**config.mk**
```make
export PLATFORM = sky130hd
export DESIGN_NAME = keypad_bcd_encoder_flat
export DESIGN_NICKNAME = d
export VERILOG_FILES = /design/src/rtl/keypad_bcd_encoder_pkg.sv /design/src/rtl/keypad_bcd_encoder_if.sv /design/src/rtl/dec10_to_bcd.sv /design/src/rtl/keypad_bcd_encoder.sv /design/src/flat_wrapper.sv
export SDC_FILE = /design/constraint.sdc
export NUM_CORES = 1
export LEC_CHECK = 0
export ABC_AREA = 0
export BUFFER_PORTS_ARGS = -buffer_cell sky130_fd_sc_hd__buf_2
export CAP_MARGIN = 0
export CELL_PAD_IN_SITES_DETAIL_PLACEMENT = 0
export CELL_PAD_IN_SITES_GLOBAL_PLACEMENT = 2
export CORE_UTILIZATION = 39
export DETAILED_ROUTE_END_ITERATION = 6
export GPL_TIMING_DRIVEN = 0
export MAX_ROUTING_LAYER = met4
export PLACE_DENSITY_LB_ADDON = 0.08
export SLEW_MARGIN = 20
export SYNTH_ARGS = -nofsm -noshare
export SYNTH_HDL_FRONTEND = slang
export SYNTH_SLANG_ARGS = --single-unit
```
**constraint.sdc**
```tcl
create_clock -name clk -period 4.8 [get_ports clk]
set_input_delay 1.2 -clock clk [delete_from_list [all_inputs] [get_ports clk]]
set_output_delay 1.2 -clock clk [all_outputs]
set_load 0.02 [all_outputs]
```
**src/rtl/keypad_bcd_encoder_pkg.sv**
```systemverilog
// Shared types and widths for the debounced decimal keypad to BCD encoder.
package keypad_bcd_encoder_pkg;

    localparam int unsigned BCD_W = 4;
    localparam int unsigned KEY_N = 10;
    localparam int unsigned CNT_W = 8;

    typedef enum logic [1:0] {
        StIdle     = 2'd0,
        StDebounce = 2'd1,
        StEmit     = 2'd2,
        StRelease  = 2'd3
    } state_e;

endpackage

```
**src/rtl/keypad_bcd_encoder_if.sv**
```systemverilog
// Code output handshake: producer drives bcd/multi/valid, consumer drives ready.
interface keypad_bcd_encoder_if;
    import keypad_bcd_encoder_pkg::*;

    logic [BCD_W-1:0] bcd;
    logic             valid;
    logic             multi;
    logic             ready;

    modport master (output bcd, output valid, output multi, input ready);
    modport slave  (input bcd, input valid, input multi, output ready);

endinterface

```
**src/rtl/dec10_to_bcd.sv**
```systemverilog
// Priority encoder (digit 9 wins) plus a more-than-one-key flag for a 10-bit key snapshot.
module dec10_to_bcd
    import keypad_bcd_encoder_pkg::*;
(
    input  logic [KEY_N-1:0] snap,
    output logic [BCD_W-1:0] code,
    output logic             multi
);

    logic [3:0] pop;

    // Ascending scan so the highest set bit is the last assignment to stick.
    always_comb begin
        code = '0;
        pop  = '0;
        for (int i = 0; i < KEY_N; i++) begin
            if (snap[i]) begin
                code = BCD_W'(i);
                pop  = pop + 4'd1;
            end
        end
    end

    assign multi = (pop > 4'd1);

endmodule

```
**src/rtl/keypad_bcd_encoder.sv**
```systemverilog
// Synchronizes raw key lines, debounces press and release, and emits one BCD code per press.
module keypad_bcd_encoder
    import keypad_bcd_encoder_pkg::*;
#(
    parameter int unsigned DEBOUNCE_CYCLES = 4
) (
    input  logic                   clk,
    input  logic                   rst_n,
    input  logic [KEY_N-1:0]       key,
    output logic                   busy,
    keypad_bcd_encoder_if.master   kbus
);

    localparam logic [CNT_W-1:0] CntLast = CNT_W'(DEBOUNCE_CYCLES - 1);

    logic [KEY_N-1:0] key_meta_q, skey_q;
    logic [KEY_N-1:0] snap_q, snap_d;
    logic [CNT_W-1:0] cnt_q, cnt_d;
    logic [BCD_W-1:0] bcd_q, bcd_d;
    logic             multi_q, multi_d;
    logic             valid_q, valid_d;
    state_e           state_q, state_d;

    logic [BCD_W-1:0] dec_code;
    logic             dec_multi;

    dec10_to_bcd u_dec (
        .snap  (snap_q),
        .code  (dec_code),
        .multi (dec_multi)
    );

    always_ff @(posedge clk or negedge rst_n) begin
        if (!rst_n) begin
            key_meta_q <= '0;
            skey_q     <= '0;
            snap_q     <= '0;
            cnt_q      <= '0;
            bcd_q      <= '0;
            multi_q    <= 1'b0;
            valid_q    <= 1'b0;
            state_q    <= StIdle;
        end else begin
            key_meta_q <= key;
            skey_q     <= key_meta_q;
            snap_q     <= snap_d;
            cnt_q      <= cnt_d;
            bcd_q      <= bcd_d;
            multi_q    <= multi_d;
            valid_q    <= valid_d;
            state_q    <= state_d;
        end
    end

    always_comb begin
        state_d = state_q;
        snap_d  = snap_q;
        cnt_d   = cnt_q;
        bcd_d   = bcd_q;
        multi_d = multi_q;
        valid_d = valid_q;
        unique case (state_q)
            StIdle: begin
                if (skey_q != '0) begin
                    state_d = StDebounce;
                    snap_d  = skey_q;
                    cnt_d   = '0;
                end
            end
            StDebounce: begin
                if (skey_q != snap_q) begin
                    state_d = StIdle;
                end else if (cnt_q == CntLast) begin
                    state_d = StEmit;
                    bcd_d   = dec_code;
                    multi_d = dec_multi;
                    valid_d = 1'b1;
                end else begin
                    cnt_d = cnt_q + 1'b1;
                end
            end
            StEmit: begin
                // Outputs are frozen here regardless of key activity until the consumer takes them.
                if (kbus.ready) begin
                    valid_d = 1'b0;
                    state_d = StRelease;
                    cnt_d   = '0;
                end
            end
            StRelease: begin
                if (skey_q != '0) begin
                    cnt_d = '0;
                end else if (cnt_q == CntLast) begin
                    state_d = StIdle;
                end else begin
                    cnt_d = cnt_q + 1'b1;
                end
            end
            default: state_d = StIdle;
        endcase
    end

    assign kbus.bcd   = bcd_q;
    assign kbus.multi = multi_q;
    assign kbus.valid = valid_q;
    assign busy       = (state_q != StIdle);

endmodule
```
**src/flat_wrapper.sv**
```systemverilog
// flat-port wrapper written by rule: the top's interface ports become plain ports
module keypad_bcd_encoder_flat import keypad_bcd_encoder_pkg::*;
#(
    parameter int unsigned DEBOUNCE_CYCLES = 4
)
  (clk, rst_n, key, busy, kbus_bcd, kbus_valid, kbus_multi, kbus_ready);
  keypad_bcd_encoder_if kbus_i ();
  input  logic clk;
  input  logic rst_n;
  input  logic [KEY_N-1:0] key;
  output logic busy;
  output wire logic [$bits(kbus_i.bcd)-1:0] kbus_bcd;
  output wire logic [$bits(kbus_i.valid)-1:0] kbus_valid;
  output wire logic [$bits(kbus_i.multi)-1:0] kbus_multi;
  input wire logic [$bits(kbus_i.ready)-1:0] kbus_ready;
  assign kbus_bcd = kbus_i.bcd;
  assign kbus_valid = kbus_i.valid;
  assign kbus_multi = kbus_i.multi;
  assign kbus_i.ready = kbus_ready;
  keypad_bcd_encoder #(.DEBOUNCE_CYCLES(DEBOUNCE_CYCLES)) u_core (.clk(clk), .rst_n(rst_n), .key(key), .busy(busy), .kbus(kbus_i));
endmodule
```
# Word-level counts from Yosys, hierarchy flattened
# Cells that the tools add are included.
dict set report op_classes {
  n_addsub 10
  n_mul 0
  div_mod_pow 0
  magnitude_cmp 1
  n_eq_ne 12
  shift 0
  mux 36
  bitwise_logic 1
  reduce_logical 9
}
# operator n
set op_table {}
lappend op_table {{4-bit 2-to-1 mux} 17}
lappend op_table {{8-bit 2-to-1 mux} 5}
lappend op_table {{4-bit by 1-bit adder with 4-bit output (second input constant)} 8}
lappend op_table {{8-bit one-hot mux with 4 select lines} 1}
lappend op_table {{2-bit 2-to-1 mux} 6}
lappend op_table {{10-bit != test} 1}
lappend op_table {{10-bit nonzero test} 1}
lappend op_table {{8-bit by 1-bit adder with 8-bit output (second input constant)} 1}
lappend op_table {{8-bit by 2-bit equality test with 1-bit output (second input constant)} 1}
lappend op_table {{2-bit one-hot mux with 4 select lines} 1}
lappend op_table {{2-bit by 1-bit != test with 1-bit output (second input constant)} 3}
lappend op_table {{2-bit != test (second input constant)} 3}
lappend op_table {{3-bit AND reduction} 2}
lappend op_table {{1-bit 2-to-1 mux} 5}
lappend op_table {{5-bit AND reduction} 1}
lappend op_table {{2-bit equality test (second input constant)} 2}
lappend op_table {{4-bit by 1-bit > comparator with 1-bit output (second input constant)} 1}
lappend op_table {{4-bit AND reduction} 1}
lappend op_table {{2-bit nonzero test} 2}
lappend op_table {{3-bit by 1-bit != test with 1-bit output (second input constant)} 1}
lappend op_table {{1-bit by 1-bit adder with 2-bit output (second input constant)} 1}
lappend op_table {{2-bit by 1-bit equality test with 1-bit output (second input constant)} 1}
lappend op_table {{2-bit logical NOT} 1}
lappend op_table {{1-bit one-hot mux with 2 select lines} 1}
lappend op_table {{2 further kinds} 2}
dict set report word_totals {
  register_bits 46
  latch_bits 0
  ramBits 0
  mem_bits_ro 0
  output_inout_bits 7
  wordCells 77
  n_memories 0
}

# Longest topological paths before layout
# Gate-level depths: netlist of run 1.
dict set report depth {
  ltp_word 20
  depth_mapped 24
  mapped_depth_nobuf 24
}

# By module
# A second synthesis of run 1 with hierarchy kept.
dict set report hier_totals {
  hier_cells 289
  hier_area_um2 2957.8
}
# module n_inst cells_per_inst area_each_um2
set modules_own_cells {}
lappend modules_own_cells {keypad_bcd_encoder 1 160 2010.7}
lappend modules_own_cells {dec10_to_bcd 1 129 947.2}

# Worst setup path after synthesis of run 1
# Ideal clock, no wire load.
dict set report synth_timing {
  kind {register -> register}
  from {register u_core.snap_q[0]}
  to {register u_core.multi_q, in the netlist u_core.kbus.multi}
  setup_ns 0.154
  arrival_time_ns 4.159
  required_ns 4.646
  slack_ns 0.487
  stages_incl_launch_ff 22
  period_less_slack_ns 4.313
  path_cell_list {dfrtp_1 -> inv_1 -> ha_1 -> xnor3_2 -> inv_1 -> ha_1 -> xnor2_1 -> nand3_1 -> o31ai_1 -> a21oi_1 -> ha_1 -> xnor2_1 -> and3_1 -> a21oi_1 -> o21ai_0 -> ha_1 -> a21oi_1 -> a31oi_1 -> ha_1 -> nand4b_1 -> o221ai_1 -> o221ai_1}
}
dict set report synth_via {
  elab_chain_len 20
  word_cells_on_any_way 23
}
# element line_no
set synth_lines {}
lappend synth_lines {{start, declared} keypad_bcd_encoder.sv:17} ;# logic [KEY_N-1:0] snap_q, snap_d;
lappend synth_lines {{start signal, assigned} keypad_bcd_encoder.sv:46} ;# snap_q <= snap_d;
lappend synth_lines {{1-bit 2-to-1 mux} dec10_to_bcd.sv:17} ;# if (snap[i]) begin
lappend synth_lines {{1-bit by 1-bit adder with 2-bit output} dec10_to_bcd.sv:19} ;# pop = pop + 4'd1;
lappend synth_lines {{4-bit 2-to-1 mux} dec10_to_bcd.sv:17}
lappend synth_lines {{4-bit by 1-bit adder with 4-bit output} dec10_to_bcd.sv:19}
lappend synth_lines {{4-bit 2-to-1 mux} dec10_to_bcd.sv:17}
lappend synth_lines {{4-bit by 1-bit adder with 4-bit output} dec10_to_bcd.sv:19}
lappend synth_lines {{4-bit 2-to-1 mux} dec10_to_bcd.sv:17}
lappend synth_lines {{4-bit by 1-bit adder with 4-bit output} dec10_to_bcd.sv:19}
lappend synth_lines {{[... 4 more ...]} -}
lappend synth_lines {{4-bit 2-to-1 mux} dec10_to_bcd.sv:17}
lappend synth_lines {{4-bit by 1-bit adder with 4-bit output} dec10_to_bcd.sv:19}
lappend synth_lines {{4-bit 2-to-1 mux} dec10_to_bcd.sv:17}
lappend synth_lines {{4-bit by 1-bit adder with 4-bit output} dec10_to_bcd.sv:19}
lappend synth_lines {{4-bit 2-to-1 mux} dec10_to_bcd.sv:17}
lappend synth_lines {{4-bit by 1-bit adder with 4-bit output} dec10_to_bcd.sv:19}
lappend synth_lines {{4-bit 2-to-1 mux} dec10_to_bcd.sv:17}
lappend synth_lines {{4-bit by 1-bit > comparator with 1-bit output} dec10_to_bcd.sv:24} ;# assign multi = (pop > 4'd1);
lappend synth_lines {{end signal, assigned} keypad_bcd_encoder.sv:49} ;# multi_q <= multi_d;
lappend synth_lines {{end, declared} keypad_bcd_encoder.sv:20} ;# logic multi_q, multi_d;
# Parallel ways exist; a longest one is shown, timed or not.
# A chain may end at the register's enable or synchronous reset.

# Final worst setup path of run 1
# Same ends and word-level chain as after synthesis.

==> results of run 1 <==
==> worst paths after layout <==
check | from | to | slack, ns
min reg2reg | u_core.key_meta_q[4] | u_core.skey_q[4] | 0.34
max | u_core.snap_q[0] | u_core.kbus.multi | 0.33
max in group asynchronous | rst_n | u_core.snap_q[0] | 3.50
max reg2reg | u_core.snap_q[0] | u_core.kbus.multi | 0.33
min in group asynchronous | rst_n | u_core.kbus.valid | 0.88
min | u_core.key_meta_q[4] | u_core.skey_q[4] | 0.34
==> final cells by class <==
| class | instances | area, sq um |
|---|---|---|
| buffer | 12 | 97.6 |
| clock buffer | 5 | 68.8 |
| clock inverter | 3 | 45.0 |
| fill | 657 | 3600 |
| inverter | 12 | 47.5 |
| multi-input combinational | 202 | 1530 |
| sequential | 46 | 1150 |
| tap | 96 | 120 |
| timing repair buffer | 23 | 128 |
==> where the power goes <==
part	total (uW)	switching [uW]	leakage, uW	internal (uW)
sequential	427	17.3	0.000567	410
clock	288	134	0.0000504	155
combinational	989	504	0.000794	485
==> through the flow <==
step | hold WS, ns | util [%] | total power, uW
after global placement | 0.333 | 43.6 | 1330
after CTS | 0.347 | 45.3 | 1630
after global routing | 0.363 | 46.9 | 1850
after detailed placement | 0.335 | 43.6 | 1330
after floorplan | 0.331 | - | 1170
final | 0.342 | 46.9 | 1700
==> layer usage <==
metal  up-vias  part of all wire [%]
met5         -                     0
met4         0                   1.3
met3         6                   1.5
met2        14                    49
met1       940                    48
li1       1008                     -
==> layout by cell type, fill, tap and decap left out, types with 3 or more instances in the layout <==
cell / n
sky130_fd_sc_hd__and2_1: 3
sky130_fd_sc_hd__clkbuf_8: 5
sky130_fd_sc_hd__ha_1: 9
sky130_fd_sc_hd__a21oi_1: 13
sky130_fd_sc_hd__a21o_1: 3
sky130_fd_sc_hd__dfrtp_1: 45
sky130_fd_sc_hd__buf_2: 18
sky130_fd_sc_hd__nor4_2: 3
sky130_fd_sc_hd__xor2_1: 18
sky130_fd_sc_hd__mux2_2: 8
sky130_fd_sc_hd__clkbuf_1: 3
sky130_fd_sc_hd__buf_6: 5
sky130_fd_sc_hd__and3_1: 4
sky130_fd_sc_hd__nand3_1: 7
sky130_fd_sc_hd__a31oi_1: 3
sky130_fd_sc_hd__inv_1: 10
sky130_fd_sc_hd__buf_4: 9
sky130_fd_sc_hd__nand2_1: 20
sky130_fd_sc_hd__xnor2_1: 15
sky130_fd_sc_hd__o21ai_0: 14
sky130_fd_sc_hd__nand4_1: 6
sky130_fd_sc_hd__nor2_1: 27
==> logic make-up (layout without fill, tap and decap cells) <==
family          count (synthesis)  count (layout)  synth area share [%]
simple gates                   94              94                  18.4
compound gates                 48              48                  10.6
flops                          46              46                  41.9
xor+xnor                       38              38                  14.4
buf+inv                        24              55                  5.19
fa+ha+maj                      12              12                  5.47
mux                            10              10                  4.05
==> registers in the layout, summed over array words and instances, names as in the netlist, named ones only <==
name / flops
u_core.skey_q: 10
u_core.cnt_q: 8
u_core.kbus.valid: 1
u_core.snap_q: 10
u_core.kbus.bcd: 4
u_core.key_meta_q: 10
u_core.kbus.multi: 1
u_core.state_q: 1
==> timing repair <==
| item | 4_1_cts | 5_1_grt |
|---|---|---|
| buffers inserted | 0 | 4 |
| endpoints found under the setup margin | 1 | 1 |
| pin swaps | 0 | 5 |
| hold buffers | 0 | 0 |
| gates resized for setup | 1 | 20 |
==> metrics.txt, run 1 <==
Total Wirelength roughly 5300 microns; crit path DAT between 4 and 5 ns; aggregate negative setup slack 0 ns; sequential cell area fraction in the yosys report 41.9%; nets 327; number of antenna violations at the first check in global routing 0; final design area excluding fillers ~3200 sq um; share of post-route cells with drive strength above 1 24.8%; Period minus WS final 4.47 ns; areal power density over the cells around 530 nW/um^2; CTS clk-pin slew, worst paths around 0.09 ns; YS warnings 0; cell count after synthesis roughly 270; Inserted Clock Buffers 5; most crowded layer after global routing met2; sum of buffers and inverters on the critical path 2; cells on worst reg2reg path 23; Cell variety after synth 44; cell repeated most along the worst path sky130_fd_sc_hd__a21oi_1; count of max-cap constraint violations 0; CP Data Required Time 4.95 ns; clock root buffer master sky130_fd_sc_hd__clkbuf_8; # port buffers 19; share of the cycle needed by the critical path after routing 93.2%; largest net degree at the start of global routing 47; worst min path class register to register; antenna diode instance count 0; GR Layer Usage met1 21.1%; Non-Filler Instances 399; Setup Skew 0.0105 ns; post-route worst setup slack 0.325 ns; number of remaining DRC errors 0; Iteration-0 DRC Markers 60; mean number of vias per cell 4.93; most frequently used cell type in the post-synthesis netlist sky130_fd_sc_hd__dfrtp_1; Setup CP Type register to register; initial standard-cell utilization of the core 40.4%; Syn Area/Cell 10.1 sq um; Core ar. 6790 sq um; number of sinks on the clock net 46; CP max stage delay around 0.46 ns; Vias 1,968; Hold Fails Final Rpt 0; area fraction of the dominant cell type after synthesis between 40% and 50%; clock latency on the worst-skew pair 0.30 ns; number of routed nets with antenna violations 0; TritonCTS clock tree yes; weighted congestion reported at the end of routability-driven placement 0.743; number of stages on the worst setup path 23; met3 usage 2.79%; Pins Over Slew Limit 0; setup repair after global routing missed its margin false; H-tree depth 2; post-synthesis register bit count 46; count of pins on the block boundary 20; wire length of the first global-routing pass 9310 microns; worst path cell trace inv_4, ha_4, xor2_2, ha_1, nand2b_1, o31ai_1, xnor2_1, a21oi_1, ha_1, and2b_1, nor2_4, xnor2_1, a21oi_1, ha_1, inv_1, a21oi_1, a21oi_1, a31oi_2, ha_2, and2_1, a21oi_1, o311ai_1, o221ai_1; global router's overall resource usage 16.7%; die footprint between 7000 and 8000 sq um; worst-case clock buffer depth 2; result of the run complete, no violations; Crit. End Element register; Post-Place Setup Slack 0.00571 ns; overflow left after global routing 0; slowest cell on the critical path sky130_fd_sc_hd__dfrtp_2; reported leakage power 0.00141 uW; worst slew margin relative to its limit 34.8%; measured slew at the worst slew-check pin 0.970 ns; floorplan die height 85.9 microns; Post-Synthesis Cell Area between 2000 and 3000 sq um; Peak VDD IR ~0.00026 V; horizontal die dimension 85.9 microns; area growth from synthesis to layout 16.1%; Post-Place Cell Area 2960 sq um; placed instance count 387; cell types occupying the most area after synthesis sky130_fd_sc_hd__dfrtp_1 (42%), sky130_fd_sc_hd__xor2_1 (6.1%), sky130_fd_sc_hd__ha_1 (5.5%), sky130_fd_sc_hd__xnor2_1 (4.8%), sky130_fd_sc_hd__nor2_1 (4.0%); Net Count, Synth 297; count of cells along the worst hold path 0; asr flop ratio synth 100%; FP Rows 30; leading register cell type out of synthesis sky130_fd_sc_hd__dfrtp_1; DR pass1 iterations 4; Post-DP HPWL 3940 microns; wire per inst 13.4 microns; most used standard cells in the synthesized netlist sky130_fd_sc_hd__dfrtp_1 (46), sky130_fd_sc_hd__nor2_1 (29), sky130_fd_sc_hd__nand2_1 (20), sky130_fd_sc_hd__xor2_1 (19); via count of the first global-routing pass 1,941; maximum fanout along the worst path 5; f_max 0.223 GHz; final setup fails 0; library cell with the largest summed area after synthesis sky130_fd_sc_hd__dfrtp_1; Post-synth EDFFs 0; CP delay by family, top compound AO/OA/AOI/OAI gates; nature of the critical path startpoint register; met2 usage in global routing 27.6%
Note: power is estimated with default switching activity, not from simulation.
==> run 2: changes to the inputs <==
--- a/config.mk
+++ b/config.mk
@@ -10,7 +10,7 @@
 export CAP_MARGIN = 0
 export CELL_PAD_IN_SITES_DETAIL_PLACEMENT = 0
 export CELL_PAD_IN_SITES_GLOBAL_PLACEMENT = 2
-export CORE_UTILIZATION = 39
+export CORE_UTILIZATION = 40
 export DETAILED_ROUTE_END_ITERATION = 6
 export GPL_TIMING_DRIVEN = 0
 export MAX_ROUTING_LAYER = met4
@@ -18,4 +18,5 @@
 export SLEW_MARGIN = 20
 export SYNTH_ARGS = -nofsm -noshare
 export SYNTH_HDL_FRONTEND = slang
+export SYNTH_HIERARCHICAL = 1
 export SYNTH_SLANG_ARGS = --single-unit
==> run 2 against run 1 <==
  * Wire length up 13%
  * Flip-flop and latch count unchanged
  * Worst hold slack better by 0.0091 ns
  * Fmax up 0.57%
  * Sequential share of layout area down 2.1 points
  * Setup slack better by 0.025 ns
  * Final cell count up 4.5%
  * Largest cell class unchanged
  * Highest routed layer unchanged
==> metrics.txt, run 2 <==
most common cell after layout, fill and taps aside sky130_fd_sc_hd__dfrtp_1; Pins Over Slew Limit 0; Sequential Area around 1200 sq um; wire length of the first global-routing pass a little over 10,000 microns; Post-Place Setup Slack -0.187 ns; Setup Skew 0.00869 ns; via count of the first global-routing pass 2,021; Post-DP HPWL 4490 microns; Peak VDD IR between 0.0003 and 0.0004 V; Setup CP Type register to register; cell types occupying the most area after synthesis sky130_fd_sc_hd__dfrtp_1 (39%), sky130_fd_sc_hd__ha_1 (5.1%), sky130_fd_sc_hd__xor2_1 (4.7%), sky130_fd_sc_hd__xnor2_1 (4.1%), sky130_fd_sc_hd__mux2_2 (3.8%); clock latency on the worst-skew pair 0.31 ns; CP Data Required Time roughly 5.0 ns; wire per inst 14.5 microns; global router's overall resource usage 17.9%; area growth from synthesis to layout 14.8%; Iteration-0 DRC Markers 86; Inserted Clock Buffers 5; post-route worst setup slack ~0.35 ns; worst min path class register to register; end of the worst hold path u_core/skey_q[9]; die footprint 7740 sq um; count of pins on the block boundary 20; nets 345; share of the cycle needed by the critical path after routing 92.7%; result of the run complete, no violations; asr flop ratio synth 100%; library cell with the largest summed area after synthesis sky130_fd_sc_hd__dfrtp_1; number of remaining DRC errors 0; Register-to-Register Setup Slack between 0.3 and 0.4 ns; worst slew margin relative to its limit 56.2%; antenna diode instance count 0; # port buffers 19; area fraction of the dominant cell type after synthesis 38.9%; FP Rows 30; H-tree depth 2; CTS clk-pin slew, worst paths 0.09 ns; number of antenna violations at the first check in global routing 0; Worst Hold Slack 0.351 ns; startpoint of the most critical register-to-register path u_core/snap_q[0]; Total Wirelength 6060 microns; worst hold path startpoint u_core/key_meta_q[9]; TritonCTS clock tree yes; weighted congestion reported at the end of routability-driven placement slightly below 0.8; overflow left after global routing 0; Post-Synthesis Cell Area 2960 sq um; count of cells along the worst hold path 0; Crit. End Element register; nature of the critical path startpoint register; count of max-cap constraint violations 0; worst-case clock buffer depth 2; number of routed nets with antenna violations 0; commonest cells after routing, fill and taps aside sky130_fd_sc_hd__dfrtp_1 (43), sky130_fd_sc_hd__nand2_1 (21), sky130_fd_sc_hd__a21oi_1 (20), sky130_fd_sc_hd__buf_2 (19), sky130_fd_sc_hd__inv_1 (18); floorplan die height between 80 and 90 microns; leading register cell type out of synthesis sky130_fd_sc_hd__dfrtp_1; Cell variety after synth 63; footprint of the multi-input gates about 1700 sq um; Hold Fails Final Rpt 0; share of post-route cells with drive strength above 1 25.9%; areal power density over the cells between 300 and 400 nW/um^2; horizontal die dimension 88.0 microns; mean number of vias per cell between 5 and 6; reported leakage power ~0.0015 uW; sequential cell area fraction in the yosys report 38.9%; most frequently used cell type in the post-synthesis netlist sky130_fd_sc_hd__dfrtp_1; maximum fanout along the worst path 6; f_max 0.225 GHz; cells on worst reg2reg path 25; number of fill cells in the layout 682; largest net degree at the start of global routing 47; largest registers in the final layout u_core/key_meta_q: 10 flops, u_core/skey_q: 10 flops, u_core/snap_q: 10 flops; Post-synth EDFFs 0; initial standard-cell utilization of the core between 40% and 50%; Core ar. 6980 sq um; measured slew at the worst slew-check pin 0.652 ns; cell count after synthesis approximately 290; r2r endpoint u_core/kbus.multi; most used standard cells in the synthesized netlist sky130_fd_sc_hd__dfrtp_1 (46), sky130_fd_sc_hd__a21oi_1 (22), sky130_fd_sc_hd__nand2_1 (22), sky130_fd_sc_hd__inv_1 (18); Syn Area/Cell around 10 sq um; number of sinks on the clock net 46; final setup fails 0; Vias around 2.1k; YS warnings 6; DR pass1 iterations 4; Net Count, Synth 314; crit path DAT ~4.6 ns; Period minus WS final 4.45 ns; clock root buffer master sky130_fd_sc_hd__clkbuf_8; post-synthesis register bit count 46
[run 2: changes by cell type in the layout (fill, tap and decap cells not counted), moves of 4 or more]
cell	previous run	this run
sky130_fd_sc_hd__or4_1	2	6
sky130_fd_sc_hd__inv_1	10	18
sky130_fd_sc_hd__o31ai_1	2	6
sky130_fd_sc_hd__a311oi_1	0	4
sky130_fd_sc_hd__a21oi_1	13	20
sky130_fd_sc_hd__nor2_1	27	16
sky130_fd_sc_hd__mux2_4	1	5
sky130_fd_sc_hd__xnor2_1	15	10
sky130_fd_sc_hd__o21ai_0	14	9
[run 2: worst max-delay path by stage]
stage	start	endpoint	cells after the start
floorplan	u_core/snap_q[0]	u_core/kbus.multi	23
global placement	u_core/snap_q[0]	u_core/kbus.multi	24
detailed placement	u_core/snap_q[0]	u_core/kbus.multi	25
CTS	u_core/snap_q[0]	u_core/kbus.multi	25
global route	u_core/snap_q[0]	u_core/kbus.multi	24
finish	u_core/snap_q[0]	u_core/kbus.multi	25
[run 2: cell type report]
class / instances / area share (%)
inverter: 18 / 1.99
clock inverter: 3 / 0.847
sequential: 46 / 34.0
multi-input combinational: 210 / 50.6
clock buffer: 5 / 2.03
tap: 96 / 3.54
buffer: 15 / 3.02
timing repair buffer: 24 / 3.98
[run 2: timing repair]
item,CTS,global route
hold buffers,0,0
buffers inserted,1,4
resized for setup,6,10
pin swaps,0,6
cloned,0,0
setup endpoints to repair,1,1
[run 2: per-stage QoR]
stage	TNS [ns]	instance area [sq um]	power [uW]	std cells	utilization [%]
CTS	0	3300	1320	413	47.3
finish	0	3400	1350	417	48.7
floorplan	0	2960	920	289	-
detailed placement	-0.187	3170	1030	404	45.4
global placement	-0.0686	3170	1020	404	45.4
global route	-0.000496	3400	1450	417	48.7
[run 2: power breakdown]
group	leakage [uW]	internal [uW]	switching, uW
Sequential	0.000560	406	21.8
Clock	0.0000506	109	148
Combinational	0.000917	324	339
[run 2: logic make-up (layout without fill, tap and decap cells)]
kind of cell               count (synthesis)  count (layout)  share of synthesized area, %
and+or+nand+nor                           82              82                          16.2
AOI/OAI and AO/OA                         65              65                          14.8
DFF                                       46              46                          38.9
xor gates and xnor gates                  35              35                          12.6
buffers and inverters                     33              65                          5.67
muxes                                     16              16                          6.68
adders and majority gates                 12              12                          5.08
[run 2: routing by layer]
layer / vias to the layer above / GRT usage [%] / wire (microns)
met3: 5 / 2.54 / 114
met1: 984 / 24.6 / 3190
li1: 1091 / - / -
met4: 0 / 4.47 / 42
met5: - / - / 0
met2: 22 / 27.7 / 2720
[run 2: worst max-delay path: stages, from the launching register on]
cell and delay, ns:
sky130_fd_sc_hd__dfrtp_2 0.42, sky130_fd_sc_hd__inv_1 0.07, sky130_fd_sc_hd__ha_1 0.31, sky130_fd_sc_hd__buf_6 0.15, sky130_fd_sc_hd__xnor2_4 0.17, sky130_fd_sc_hd__inv_1 0.09, sky130_fd_sc_hd__ha_4 0.29, sky130_fd_sc_hd__xnor2_1 0.07
sky130_fd_sc_hd__nand2_1 0.06, sky130_fd_sc_hd__o21ai_0 0.09, sky130_fd_sc_hd__a21oi_2 0.26, sky130_fd_sc_hd__nor2_1 0.07, sky130_fd_sc_hd__a21oi_1 0.15, sky130_fd_sc_hd__ha_1 0.25, sky130_fd_sc_hd__nand2_2 0.08, sky130_fd_sc_hd__nand2_1 0.07
sky130_fd_sc_hd__xor2_1 0.15, sky130_fd_sc_hd__mux2_2 0.27, sky130_fd_sc_hd__ha_1 0.27, sky130_fd_sc_hd__inv_1 0.07, sky130_fd_sc_hd__a21oi_1 0.09, sky130_fd_sc_hd__ha_1 0.21, sky130_fd_sc_hd__xor2_1 0.16, sky130_fd_sc_hd__nor3b_1 0.20
sky130_fd_sc_hd__o21ai_1 0.09, sky130_fd_sc_hd__mux2_4 0.26
==> run 3: changes to the inputs <==
--- a/config.mk
+++ b/config.mk
@@ -14,7 +14,7 @@
 export DETAILED_ROUTE_END_ITERATION = 6
 export GPL_TIMING_DRIVEN = 0
 export MAX_ROUTING_LAYER = met4
-export PLACE_DENSITY_LB_ADDON = 0.08
+export PLACE_DENSITY_LB_ADDON = 0.1
 export SLEW_MARGIN = 20
 export SYNTH_ARGS = -nofsm -noshare
 export SYNTH_HDL_FRONTEND = slang
==> run 3 against run 2 <==
  * Worst hold slack gained 0.0020 ns
  * Setup slack worse by 0.022 ns
  * Critical endpoint unchanged
  * Sequential share of layout area up 0.25 points
  * Highest routed layer unchanged
  * Sequential power is essentially flat
  * Final cell count is 0.24% higher
  * Via count rose by 1.5%
  * Count of clock-buffer cells in the layout is the same
  * Global-route usage decreased by 0.23 points
  * Flip-flop and latch count unchanged
==> metrics.txt, run 3 (synthesis gave the netlist of run 2 again) <==
share of post-route cells with drive strength above 1 between 20 and 30%; part of the power in registers 32.3%; number of fill cells in the layout 701; hold-fix buffer count after cts 0; FP Rows 30; clock root buffer master sky130_fd_sc_hd__clkbuf_8; result of the run complete, no violations; largest registers in the final layout u_core/key_meta_q: 10 flops, u_core/skey_q: 10 flops, u_core/snap_q: 10 flops; total internal power 824 uW; number of remaining DRC errors 0; DR pass1 iterations 4; Setup CP Type register to register; wire length of the first global-routing pass just over 10,000 microns; Peak VDD IR 0.000214 V; wire per inst 14.7 microns; global router's overall resource usage 17.6%; number of routed nets with antenna violations 0; combinational power share ~49%; floorplan die height 88.0 microns; count of pins on the block boundary 20; maximum fanout along the worst path 10; Inserted Clock Buffers 5; overflow left after global routing 0; switching component of the power roughly 500 uW; final setup fails 0; most common cell after layout, fill and taps aside sky130_fd_sc_hd__dfrtp_1; count of max-cap constraint violations 0; Worst Hold Slack 0.353 ns; horizontal die dimension 88.0 microns; CP Data Required Time 4.99 ns; final design area excluding fillers 3370 sq um; H-tree depth 2; areal power density over the cells approximately 390 nW/um^2; Total Wirelength 6160 microns; mean number of vias per cell slightly above 5; via count of the first global-routing pass 2,067; post-layout utilization of the core 48.2%; number of antenna violations at the first check in global routing 0; sw frac 37.8%; die footprint 7740 sq um; worst-case clock buffer depth 2; Post-Place Setup Slack -0.116 ns; Post-DP HPWL 4420 microns; clock latency on the worst-skew pair 0.30 ns; largest net degree at the start of global routing 47; Vias between 2k and 2.5k; Post-Place Cell Area approximately 3200 sq um; f_max between 0.2 and 0.25 GHz; worst slew margin relative to its limit 58.3%; commonest cells after routing, fill and taps aside sky130_fd_sc_hd__dfrtp_1 (44), sky130_fd_sc_hd__nand2_1 (21), sky130_fd_sc_hd__a21oi_1 (21), sky130_fd_sc_hd__buf_2 (19), sky130_fd_sc_hd__inv_1 (18); Core ar. 6980 sq um; initial standard-cell utilization of the core about 42%; Period minus WS final 4.47 ns; Iteration-0 DRC Markers between 90 and 100; measured slew at the worst slew-check pin 0.620 ns; worst min path class register to register; CTS clk-pin slew, worst paths 0.09 ns; Pins Over Slew Limit 0; antenna diode instance count 0; number of sinks on the clock net 46; area growth from synthesis to layout 13.9%; post-route worst setup slack 0.329 ns; share of the cycle needed by the critical path after routing 93.1%; reported leakage power 0.00152 uW; # port buffers 19; nature of the critical path startpoint register; weighted congestion reported at the end of routability-driven placement 0.751; Hold Fails Final Rpt 0; clock power share 18.5%; TritonCTS clock tree yes; Setup Skew 0.00801 ns; Crit. End Element register; Tot Pwr 1320 uW; nets around 350; crit path DAT around 4.7 ns
-- run 3: through the flow --
step | std cells | TNS, ns
3_3_place_gp | 404 | -0.0712
2_1_floorplan | 289 | 0
5_1_grt | 418 | -0.0177
3_5_place_dp | 404 | -0.116
6_report | 418 | 0
4_1_cts | 413 | 0
-- run 3: worst paths after layout --
path                            cells after the start           endpoint                 start  slack (ns)
worst max register to register                     23  u_core/kbus.multi      u_core/snap_q[2]        0.33
worst min register to register                      0   u_core/skey_q[5]  u_core/key_meta_q[5]        0.35
worst min-delay path                                0   u_core/skey_q[5]  u_core/key_meta_q[5]        0.35
worst max-delay path                               23  u_core/kbus.multi      u_core/snap_q[2]        0.33
max in group asynchronous                           1   u_core/snap_q[1]                 rst_n        3.50
min in group asynchronous                           1    u_core/cnt_q[5]                 rst_n        0.88
-- run 3: power groups by stage --
stage | Clock [uW] | Sequential [uW] | Combinational, uW
global placement | 0 | 435 | 587
CTS | 252 | 429 | 601
global route | 273 | 431 | 728
detailed placement | 0 | 436 | 587
floorplan | 0 | 429 | 491
finish | 245 | 428 | 653
-- run 3: worst max-delay path: stages, from the launching register on --
cell and delay [ns]:
sky130_fd_sc_hd__dfrtp_1 0.47, sky130_fd_sc_hd__clkbuf_4 0.26, sky130_fd_sc_hd__inv_1 0.09, sky130_fd_sc_hd__a21oi_1 0.23
sky130_fd_sc_hd__inv_1 0.12, sky130_fd_sc_hd__ha_4 0.27, sky130_fd_sc_hd__xnor2_1 0.12, sky130_fd_sc_hd__nand2_1 0.06
sky130_fd_sc_hd__o21ai_0 0.09, sky130_fd_sc_hd__a21oi_2 0.22, sky130_fd_sc_hd__ha_1 0.30, sky130_fd_sc_hd__xnor2_1 0.14
sky130_fd_sc_hd__nand3_1 0.09, sky130_fd_sc_hd__o31ai_1 0.07, sky130_fd_sc_hd__a21oi_1 0.19, sky130_fd_sc_hd__ha_1 0.17
sky130_fd_sc_hd__nand2_1 0.08, sky130_fd_sc_hd__xnor2_2 0.20, sky130_fd_sc_hd__xnor2_1 0.16, sky130_fd_sc_hd__o211ai_2 0.13
sky130_fd_sc_hd__xnor3_1 0.36, sky130_fd_sc_hd__xnor2_1 0.17, sky130_fd_sc_hd__o21ai_1 0.09, sky130_fd_sc_hd__mux2_4 0.27
-- run 3: per-layer routing --
layer / GRT usage [%] / share of wire (%) / vias to the layer above
met5: - / 0 / -
met4: 3.13 / 0.45 / 0
met3: 2.83 / 1.7 / 4
met2: 27.0 / 45 / 16
met1: 24.9 / 53 / 1017
li1: - / - / 1096
-- run 3: layout make-up --
type | count | area (sq um) | area share, %
plain buffers | 15 | 103 | 3.05
clock buffers | 5 | 68.8 | 2.04
clock inverters | 3 | 23.8 | 0.706
inverters | 18 | 67.6 | 2.01
multi-input cells | 210 | 1690 | 50.1
flip-flops and latches | 46 | 1150 | 34.2
well taps | 96 | 120 | 3.57
repair buffers | 25 | 143 | 4.23
-- run 3: timing repair --
action	in CTS	in global routing
pin swaps	1	5
setup endpoints to repair	1	1
gates resized for setup	4	8
cloned	0	0
setup buffers	1	5
